<file path="config.mk">
export PLATFORM = sky130hd
export DESIGN_NAME = dpram_arbiter
export DESIGN_NICKNAME = d
export VERILOG_FILES = /design/src/rtl/dpram_pkg.sv /design/src/rtl/dpram_rr_arbiter.sv /design/src/rtl/dpram_arbiter.sv
export SDC_FILE = /design/constraint.sdc
export NUM_CORES = 1
export LEC_CHECK = 0
export ABC_CLOCK_PERIOD_IN_PS = 1800
export CAP_MARGIN = 20
export CORE_MARGIN = 2
export CORE_UTILIZATION = 30
export DETAILED_ROUTE_END_ITERATION = 8
export PLACE_DENSITY = 0.68
export SLEW_MARGIN = 40
export SYNTH_ARGS = -nofsm -noshare
export SYNTH_HDL_FRONTEND = slang
export SYNTH_SLANG_ARGS = --single-unit
</file>
<file path="constraint.sdc">
create_clock -name clk -period 1.8 [get_ports clk]
set_clock_uncertainty 0.1 [all_clocks]
set_input_delay 0.54 -clock clk [delete_from_list [all_inputs] [get_ports clk]]
set_output_delay 0.54 -clock clk [all_outputs]
set_load 0.1 [all_outputs]
</file>
<file path="src/rtl/dpram_pkg.sv">
// dpram_pkg: register offsets, command encoding and FSM state encoding shared by dpram_arbiter.
package dpram_pkg;
    localparam logic [3:0] REG_WDATA = 4'h0;
    localparam logic [3:0] REG_RDATA = 4'h2;
    localparam logic [3:0] REG_ADDR  = 4'h4;
    localparam logic [3:0] REG_CMD   = 4'h8;
    localparam logic       CMD_WRITE = 1'b1;
    typedef enum logic [2:0] {
        ST_IDLE,
        ST_WR_DATA,
        ST_SET_ADDR,
        ST_CMD,
        ST_WAIT,
        ST_RD_STB,
        ST_RD_CAP,
        ST_DONE
    } state_t;
endpackage

</file>
<file path="src/rtl/dpram_rr_arbiter.sv">
// dpram_rr_arbiter: two-way grant logic producing a one-hot grant from req0/req1.
//   Ports: req0, req1 (requests), last (index granted last, only with DPRAM_ARB_RR_EN),
//          grant[1:0] (one-hot grant, zero when nothing requested).
//   Macro DPRAM_ARB_RR_EN: round-robin tie break; undefined gives fixed priority to port 0.
module dpram_rr_arbiter
    import dpram_pkg::*;
(
    input  logic       req0,
    input  logic       req1,
`ifdef DPRAM_ARB_RR_EN
    input  logic       last,
`endif
    output logic [1:0] grant
);
`ifdef DPRAM_ARB_RR_EN
    // On a tie the port that was not granted last wins
    always_comb begin
        grant[0] = req0 && (!req1 || last);
        grant[1] = req1 && (!req0 || !last);
    end
`else
    always_comb begin
        grant[0] = req0;
        grant[1] = req1 && !req0;
    end
`endif
endmodule

</file>
<file path="src/rtl/dpram_arbiter.sv">
// dpram_arbiter: two-port arbiter that sequences word reads/writes into dpRAM_interface strobes.
//   Ports: clk, rst_n (sync active-low); req/we/addr/wdata per requester 0 and 1;
//          ack0/ack1 one-cycle completion, rdata read result, busy, gnt (last granted port);
//          cs/wr/rd/addr/dat_in/dp_mem_addr strobes to dpRAM_interface, dat_out from it.
//   Macro DPRAM_ARB_RR_EN: round-robin arbitration on ties; undefined gives fixed priority.
module dpram_arbiter
    import dpram_pkg::*;
#(
    parameter int DW      = 16,
    parameter int AW      = 8,
    parameter int RD_WAIT = 2
) (
    input  logic          clk,
    input  logic          rst_n,
    input  logic          req0,
    input  logic          req1,
    input  logic          we0,
    input  logic          we1,
    input  logic [AW-1:0] addr0,
    input  logic [AW-1:0] addr1,
    input  logic [DW-1:0] wdata0,
    input  logic [DW-1:0] wdata1,
    output logic          ack0,
    output logic          ack1,
    output logic [DW-1:0] rdata,
    output logic          busy,
    output logic          gnt,
    output logic          cs,
    output logic          wr,
    output logic          rd,
    output logic [3:0]    addr,
    output logic [DW-1:0] dat_in,
    output logic [AW-1:0] dp_mem_addr,
    input  logic [DW-1:0] dat_out
);
    state_t        state;
    state_t        state_nx;
    logic [1:0]    grant;
    logic          sel_we;
    logic          lat_we;
    logic [AW-1:0] lat_addr;
    logic [AW-1:0] addr_hold;
    logic [DW-1:0] lat_wdata;
    logic [3:0]    cnt;
`ifdef DPRAM_ARB_RR_EN
    logic          last;
`endif

    dpram_rr_arbiter u_arb (
        .req0  (req0),
        .req1  (req1),
`ifdef DPRAM_ARB_RR_EN
        .last  (last),
`endif
        .grant (grant)
    );

    always_comb sel_we = grant[1] ? we1 : we0;

    always_ff @(posedge clk) begin
        if (!rst_n)
            state <= ST_IDLE;
        else
            state <= state_nx;
    end

    always_comb begin
        state_nx = state;
        case (state)
            ST_IDLE:     state_nx = (req0 || req1) ? (sel_we ? ST_WR_DATA : ST_SET_ADDR) : ST_IDLE;
            ST_WR_DATA:  state_nx = ST_SET_ADDR;
            ST_SET_ADDR: state_nx = ST_CMD;
            ST_CMD:      state_nx = lat_we ? ST_DONE : ((RD_WAIT == 0) ? ST_RD_STB : ST_WAIT);
            ST_WAIT:     state_nx = (cnt == 4'd1) ? ST_RD_STB : ST_WAIT;
            ST_RD_STB:   state_nx = ST_RD_CAP;
            ST_RD_CAP:   state_nx = ST_DONE;
            ST_DONE:     state_nx = ST_IDLE;
            default:     state_nx = ST_IDLE;
        endcase
    end

    // Request fields are captured at grant so requester changes afterwards are ignored
    always_ff @(posedge clk) begin
        if (!rst_n) begin
            gnt       <= 1'b0;
            lat_we    <= 1'b0;
            lat_addr  <= '0;
            lat_wdata <= '0;
            addr_hold <= '0;
            cnt       <= 4'd0;
            rdata     <= '0;
`ifdef DPRAM_ARB_RR_EN
            last      <= 1'b1;
`endif
        end else begin
            if (state == ST_IDLE && (req0 || req1)) begin
                gnt       <= grant[1];
                lat_we    <= sel_we;
                lat_addr  <= grant[1] ? addr1 : addr0;
                lat_wdata <= grant[1] ? wdata1 : wdata0;
`ifdef DPRAM_ARB_RR_EN
                last      <= grant[1];
`endif
            end
            if (state == ST_SET_ADDR)
                addr_hold <= lat_addr;
            if (state == ST_CMD)
                cnt <= 4'(RD_WAIT);
            else if (state == ST_WAIT)
                cnt <= cnt - 4'd1;
            if (state == ST_RD_CAP)
                rdata <= dat_out;
        end
    end

    always_comb begin
        cs          = state inside {ST_WR_DATA, ST_SET_ADDR, ST_CMD, ST_RD_STB};
        wr          = state inside {ST_WR_DATA, ST_SET_ADDR, ST_CMD};
        rd          = state == ST_RD_STB;
        addr        = (state == ST_WR_DATA)  ? REG_WDATA :
                      (state == ST_SET_ADDR) ? REG_ADDR  :
                      (state == ST_CMD)      ? REG_CMD   :
                      (state == ST_RD_STB)   ? REG_RDATA : 4'h0;
        dat_in      = (state == ST_WR_DATA) ? lat_wdata :
                      (state == ST_CMD)     ? {{(DW-1){1'b0}}, lat_we == CMD_WRITE} : '0;
        // The memory address stays on the bus after SET_ADDR until the next transaction sets it
        dp_mem_addr = (state == ST_SET_ADDR) ? lat_addr : addr_hold;
        ack0        = (state == ST_DONE) && !gnt;
        ack1        = (state == ST_DONE) && gnt;
        busy        = state != ST_IDLE;
    end
endmodule

</file>
# Word level (Yosys, flattened, before mapping)
# Index checks and enable logic that the tools add are counted.
[totals] inputBits=70 out_inout_bits=51 elab_cells=49 register_bits=57
[classes] n_mux=17 bitwise=1 n_addsub=1 reduce_logical=13 eq_ne=8
[ops] op="16-bit 2-to-1 mux" count=2
[ops] op="3-bit case mux with 8 select lines" count=1
[ops] op="8-bit 2-to-1 mux" count=2
[ops] op="3-bit equality test (second input constant)" count=4
[ops] op="2-bit 2-to-1 mux" count=6
[ops] op="4-bit 2-to-1 mux" count=3
[ops] op="3-bit by 2-bit equality test with 1-bit output (second input constant)" count=2
[ops] op="3-bit nonzero test" count=2
[ops] op="4-bit by 1-bit equality test with 1-bit output (second input constant)" count=1
[ops] op="1-bit logical AND" count=4
[ops] op="4-bit nonzero test" count=1
[ops] op="4-bit by 1-bit subtractor with 4-bit output (second input constant)" count=1
[ops] op="3-bit by 1-bit equality test with 1-bit output (second input constant)" count=1
[ops] op="3-bit zero test" count=1
[ops] op="1-bit 2-to-1 mux" count=3
[ops] op="1-bit zero test" count=2
[ops] op="2-bit nonzero test" count=1
[ops] op="2-bit OR reduction" count=1
[ops] op="1-bit logical OR" count=1
[ops] op="1-bit NOT" count=1

# Depth between registers and ports, before layout
# Gate-level depths: netlist (run 1).
[depth] ltp_word=6 ltp_mapped=8 mapped_depth_nobuf=5

# Modules after synthesis
# A second synthesis (run 1) with hierarchy kept.
[unflattened] cells_unflattened=298 hier_area_um2=2741.4
[modules_own_cells] module="dpram_arbiter" instances=1 cells_per_inst=296 area_per_inst_um2=2720.1 seq_area_each_um2=1141.1
[modules_own_cells] module="dpram_rr_arbiter" instances=1 cells_per_inst=2 area_per_inst_um2=21.3 seq_area_each_um2=0.0

# Worst setup path before layout (run 1)
# Ideal clock, no wire load.
[synth_timing] kind="flip-flop to output port" from="reg gnt" to="out ack1" path_stages_with_launch=3 path_buffers=0 arrival_ps=2347 required_ps=1160 path_slack_ps=-1187 path_cell_list="dfxtp_1 > inv_1 > nor2_1"
[synth_between] elab_chain_len=1
[synth_rtl] element="from (decl)" line_no="dpram_arbiter.sv:27" text="output logic gnt,"
[synth_rtl] element="from (signal assigned)" line_no="dpram_arbiter.sv:97" text="gnt <= grant[1];"
[synth_rtl] element="1-bit logical AND" line_no="dpram_arbiter.sv:129" text="ack1 = (state == ST_DONE) && gnt;"
[synth_rtl] element="to (decl)" line_no="dpram_arbiter.sv:24" text="output logic ack1,"
# Every way passes these cells.

# Worst setup path after layout (run 1)
[layout_timing] from="reg state[2]" to="out dp_mem_addr[0]"
[layout_between] elab_chain_len=2
[layout_rtl] element="from (decl)" line_no="dpram_arbiter.sv:36" text="state_t state;"
[layout_rtl] element="from (signal assigned)" line_no="dpram_arbiter.sv:64" text="state <= state_nx;"
[layout_rtl] element="3-bit by 2-bit equality test with 1-bit output" line_no="dpram_arbiter.sv:127" text="dp_mem_addr = (state == ST_SET_ADDR) ? lat_addr : addr_hold;"
[layout_rtl] element="8-bit 2-to-1 mux" line_no="dpram_arbiter.sv:127"
[layout_rtl] element="to (decl)" line_no="dpram_arbiter.sv:33" text="output logic [AW-1:0] dp_mem_addr,"
# Every way passes these cells.

==> flow_summary.toml, run 1 <==
[cells_and_area]
final_cells = 549
area_growth_pct = 80.5
fillerInstances = 793
final_cell_area_mm2 = 0.00503
final_common_cell = "clkdlybuf4s50_1"
nNetsFinal = 506
antenna_cells = 0
layout_common_cells = "clkdlybuf4s50_1 (69), buf_12 (54), dfxtp_1 (53)"
drive_gt1_share_pct = 37.2

[pwr]
p_comb_share_pct = 46.9
powerDensity_mw_per_mm2 = 941
p_sw_mw = 1.88
seqPwrFrac_pct = 32.2
clkPwrFrac_pct = 20.9
switching_share_pct = 39.7
p_leak_nw = 2.02
p_int_mw = 2.86
max-vdd-ir-drop_uv = 504
power.total_mw = 4.74

[detailed_routing]
routed.top_layer = "met4"
ant_nets = 0
wl_per_cell_um = 13.4
drt_wl_total_um = 7360
vias_per_cell = 4.63
wl_met2_um = 3710
wl_met1_um = 2970
drcViolationCount = 0
drtPass1Iterations = 4
via_count = 2544
first_iter_violations = 42
wl_met3_um = 552

[placed_design]
dp.cells = 530
portBuffers = 119
place_area_mm2 = 0.00483
dp.final_hpwl_um = 5680
gp_congestion = 0.723

[min_path]
holdPathStages = 2
min_to = "rdata[7]"
worstHoldStart = "rdata[7]"
hp-class = "reg2reg"

[setup_path]
worstPathArrival_ps = 1540
rrSetupSlack_ps = 170
path_class = "reg2out"
cp-start-kind = "flip-flop"
crit_fanout = 5
ff2ff_path_depth = 7
r2r_start = "state[1]"
rr_endpoint = "lat_wdata[5]"
end_kind = "output port"
required_ps = 1160

[synthesis]
synth-edff-count = 0
netlist_instances = 297
synth_ff_type = "dfxtp_1"
yosysSeqAreaShare_pct = 40.9
syn-cell-area_mm2 = 0.00279
syn_nets = 369
ys_seq_elements = 57
avgSynthCellArea_um2 = 9.39
async_flop_share_pct = 0
yosys_warnings = 0
synth_cell_types = 37

[cts]
htree_levels = 3
cts_tree = "yes"
ctsHoldBuffers = 0
cts_buffer_depth = 2
cts_root_buf = "clkbuf_8"
clock_sink_count = 57
insertion_delay_ps = 340
clk_pin_slew_ps = 60
cts_buffers = 9

[sta]
fin_ws_ps = -377
worstMarginPinSlew_ps = 537
holdWs_ps = 390
report.final.setup_viol = 33
fin_crit_sh_pct = 121
layout_min_cycle_time_ps = 2180
rsz0062_at_grt = "true"
fmax_ghz = 0.459
fin_setup_tns_ps = -10200
slew_headroom_pct = 64.1
drv_slew = 0
hold_violations = 0

[floorplan]
io_pins = 121
die_h_um = 100
die_area_mm2 = 0.0101
start_util_pct = 30.6
coreArea_mm2 = 0.00911
rows = 35
fp.dieW_um = 100

[global_route]
grt_pass1_vias = 2493
antenna_found_initial = 0
grt_max_degree = 21
grt_util_all_layers_pct = 15.1
gr-total-overflow = 0
grt_pass1_wl_um = 11900

[run_status]
violations = "setup timing"
status = "finished, violations left"

[flow_run]
maxCapViolations = 0
==> worst max-delay path: stages (launching register included) <==
cell      delay, ps
dfxtp_2         310
nand2b_4        180
nor2_8          190
mux2_4          350
buf_12          170
==> power groups by stage <==
stage | combinational (mW) | clock, mW | sequential [mW]
after detailed placement | 2.20 | 0 | 1.55
after global routing | 2.33 | 1.10 | 1.54
after CTS | 2.24 | 1.04 | 1.53
final | 2.22 | 0.990 | 1.53
after global placement | 2.17 | 0 | 1.54
after floorplan | 1.41 | 0 | 1.58
==> registers in the layout (all words and copies together), names as in the netlist <==
name,count
cnt,4
gnt,1
lat_addr,8
rdata,16
state,3
lat_we,1
addr_hold,8
lat_wdata,16
==> how the worst max path moves through the flow <==
stage | start | to | slack (ps) | cells past startpoint
2_1_floorplan | state[2] | dp_mem_addr[0] | -220 | 3
3_3_place_gp | req0 | lat_wdata[6] | -190 | 5
3_5_place_dp | req0 | lat_wdata[11] | -190 | 5
6_report | state[2] | dp_mem_addr[0] | -380 | 4
5_1_grt | state[2] | dp_mem_addr[4] | -430 | 4
4_1_cts | state[2] | dp_mem_addr[0] | -410 | 4
==> final cells by class <==
class	count	area [µm²]	share of cell area, %
Tap cell	111	139	2.76
Multi-Input combinational cell	212	1600	31.7
Timing Repair Buffer	148	1970	39.1
Sequential cell	57	1150	22.8
Clock inverter	6	36.3	0.721
Inverter	6	22.5	0.447
Clock buffer	9	124	2.46
==> per-stage QoR <==
stage                     setup slack [ps]  util [%]
after floorplan                       -224         -
after global routing                  -432      55.3
after detailed placement              -191      53.0
after global placement                -188      53.0
after CTS                             -405      55.1
final                                 -377      55.3
==> routing by layer <==
metal  vias up  GRT usage (%)
met2        88           25.2
li1       1280              -
met4         0           5.16
met1      1166           17.4
met3        10           6.27
met5         -              0
==> cell families (layout without fill, tap and decap cells) <==
| logic type | after synthesis | in the layout | share of synthesized area, % |
|---|---|---|---|
| buf+inv | 29 | 169 | 7.04 |
| compound gates | 58 | 58 | 18.1 |
| mux | 34 | 34 | 12.6 |
| other cells | 1 | 1 | 0.134 |
| fa+ha+maj | 2 | 2 | 0.897 |
| xor+xnor | 1 | 1 | 0.314 |
| flops | 57 | 57 | 40.9 |
| simple gates | 115 | 116 | 20.1 |
==> cells in the mapped netlist, types with 2 or more instances <==
library cell | number | share of area [%]
mux2_2 | 8 | 3.2
a211oi_1 | 2 | 0.54
inv_1 | 5 | 0.67
a21oi_1 | 22 | 3.9
buf_4 | 9 | 2.4
clkbuf_1 | 4 | 0.54
buf_6 | 7 | 2.8
o21ai_0 | 4 | 0.72
dfxtp_1 | 57 | 41
buf_1 | 2 | 0.27
mux2i_1 | 26 | 9.3
nor2_1 | 36 | 4.8
and2_1 | 25 | 5.6
a211oi_2 | 24 | 11
ha_1 | 2 | 0.90
nand2b_1 | 4 | 0.90
nand2_1 | 40 | 5.4
==> repair_timing <==
item | CTS | global route
gates cloned | 1 | 0
pin swaps | 2 | 1
setup buffers | 2 | 2
setup endpoints to repair | 33 | 33
resized for setup | 1 | 1
No activity file was read; power rests on OpenSTA's default activity.
==> run 2, diff against run 1 <==
--- a/config.mk
+++ b/config.mk
@@ -10,6 +10,7 @@
 export CORE_MARGIN = 2
 export CORE_UTILIZATION = 30
 export DETAILED_ROUTE_END_ITERATION = 8
+export MAX_ROUTING_LAYER = met4
 export PLACE_DENSITY = 0.68
 export SLEW_MARGIN = 40
 export SYNTH_ARGS = -nofsm -noshare
==> run 2 against run 1 <==
Worst hold slack about the same. Global-route usage increased by 0.44 points. Power about the same. The run still ends with setup timing left. Register-to-register slack about the same. Largest power group unchanged. Final cell count is the same. Design area is the same.
==> flow_summary.toml, run 2 (same netlist as run 1, synthesis figures left out) <==
[run_status]
status = "finished, violations left"
violations = "setup timing"

[cts]
ctsHoldBuffers = 0
clk_pin_slew_ps = 60
cts_buffers = 9
cts_root_buf = "clkbuf_8"
cts_buffer_depth = 2
htree_levels = 3
insertion_delay_ps = 340
cts_tree = "yes"
clock_sink_count = 57

[placed_design]
gp_congestion = 0.732
dp.final_hpwl_um = 5680
place_area_mm2 = 0.00483
pre_cts_ws_ps = -191
portBuffers = 119

[detailed_routing]
drcViolationCount = 0
vias_per_cell = 4.63
first_iter_violations = 41
via_count = 2542
ant_nets = 0
drtPass1Iterations = 4
wl_per_cell_um = 13.4
drt_wl_total_um = 7370

[cells_and_area]
final_cell_area_mm2 = 0.00503
final_common_cell = "clkdlybuf4s50_1"
layout_common_cells = "clkdlybuf4s50_1 (69), buf_12 (54), dfxtp_1 (53)"
seq_area_mm2 = 0.00115
nNetsFinal = 506
reg_top3 = "lat_wdata: 16 flops, rdata: 16 flops"
final_util_pct = 55.3
antenna_cells = 0
drive_gt1_share_pct = 37.2
multiInputGateArea_mm2 = 0.00160
fillerInstances = 793
area_growth_pct = 80.5

[global_route]
antenna_found_initial = 0
grt_util_all_layers_pct = 15.5
grt_pass1_wl_um = 11800
grt_max_degree = 21
grt_pass1_vias = 2498
gr-total-overflow = 0

[flow_run]
maxCapViolations = 0

[floorplan]
fp.dieW_um = 100
rows = 35
die_area_mm2 = 0.0101
die_h_um = 100
start_util_pct = 30.6
io_pins = 121
coreArea_mm2 = 0.00911

[setup_path]
critPathSlowestCell = "mux2_4"
crit_buf_inv = 1
worstPathArrival_ps = 1540
end_kind = "output port"
cpPeakStageDelay_ps = 350
crit_chain = "nand2b_4, nor2_8, mux2_4, buf_12"
path_class = "reg2out"
path_delay_family = "simple AND/OR/NAND/NOR gates"
required_ps = 1160
cp-start-kind = "flip-flop"
crit_fanout = 5

[sta]
drv_slew = 0
fin_ws_ps = -379
layout_min_cycle_time_ps = 2180
worstMarginPinSlew_ps = 528
holdWs_ps = 390
hold_violations = 0
fin_crit_sh_pct = 121
report.final.setup_viol = 33
fmax_ghz = 0.459
slew_headroom_pct = 64.7
rsz0062_at_grt = "true"

[pwr]
powerDensity_mw_per_mm2 = 941
p_leak_nw = 2.02
power.total_mw = 4.74
max-vdd-ir-drop_uv = 503

[min_path]
hp-class = "reg2reg"
run 2: cell counts in the layout (fill, tap and decap cells not counted):
No cell type changed its count.
run 2: what timing repair did:
| item | CTS | global route |
|---|---|---|
| endpoints found under the hold margin | 0 | 0 |
| cloned | 1 | 0 |
| setup buffers | 2 | 2 |
| pin swaps | 2 | 1 |
| setup endpoints to repair | 33 | 33 |
| gates resized for setup | 1 | 1 |
run 2: layout make-up:
cell class              instances  share of cell area (%)
repair buffers                148                    39.1
flip-flops and latches         57                    22.8
clock buffers                   9                    2.46
inverters                       6                   0.447
multi-input cells             212                    31.7
well taps                     111                    2.76
clock inverters                 6                   0.721
run 2: metrics by stage:
step	instances	TNS, ps
after floorplan	297	-2200
final	549	-10250
after CTS	548	-11370
after global routing	549	-12490
after global placement	530	-3890
after detailed placement	530	-4920
run 2: final timing paths:
kind | startpoint | to | slack (ps) | cells after the start
max | state[2] | dp_mem_addr[0] | -380 | 4
min | rdata[7] | rdata[7] | 390 | 2
max reg2reg | state[1] | lat_wdata[5] | 170 | 7
min reg2reg | rdata[7] | rdata[7] | 390 | 2
run 2: metal layers:
metal / wire length (µm) / track usage, %
met1: 3010 / 17.6
met2: 3710 / 25.2
met3: 517 / 5.99
met4: 129 / 5.16
met5: 0 / -
run 2: report_power, final:
| part | internal [mW] | switching [mW] |
|---|---|---|
| clock network | 0.482 | 0.508 |
| registers | 1.42 | 0.104 |
| logic | 0.952 | 1.27 |
run 2: worst min-delay path: cells and delay by family (launching register included):
family	cells	cell delay (ps)
AOI/OAI and AO/OA	1	50
DFF	1	330
and+or+nand+nor	1	60
==> run 3, diff against run 2 <==
--- a/config.mk
+++ b/config.mk
@@ -16,3 +16,4 @@
 export SYNTH_ARGS = -nofsm -noshare
 export SYNTH_HDL_FRONTEND = slang
 export SYNTH_SLANG_ARGS = --single-unit
+export TNS_END_PERCENT = 100
==> results of run 3 <==
The final DEF is identical to that of run 2; final timing and power are the same.
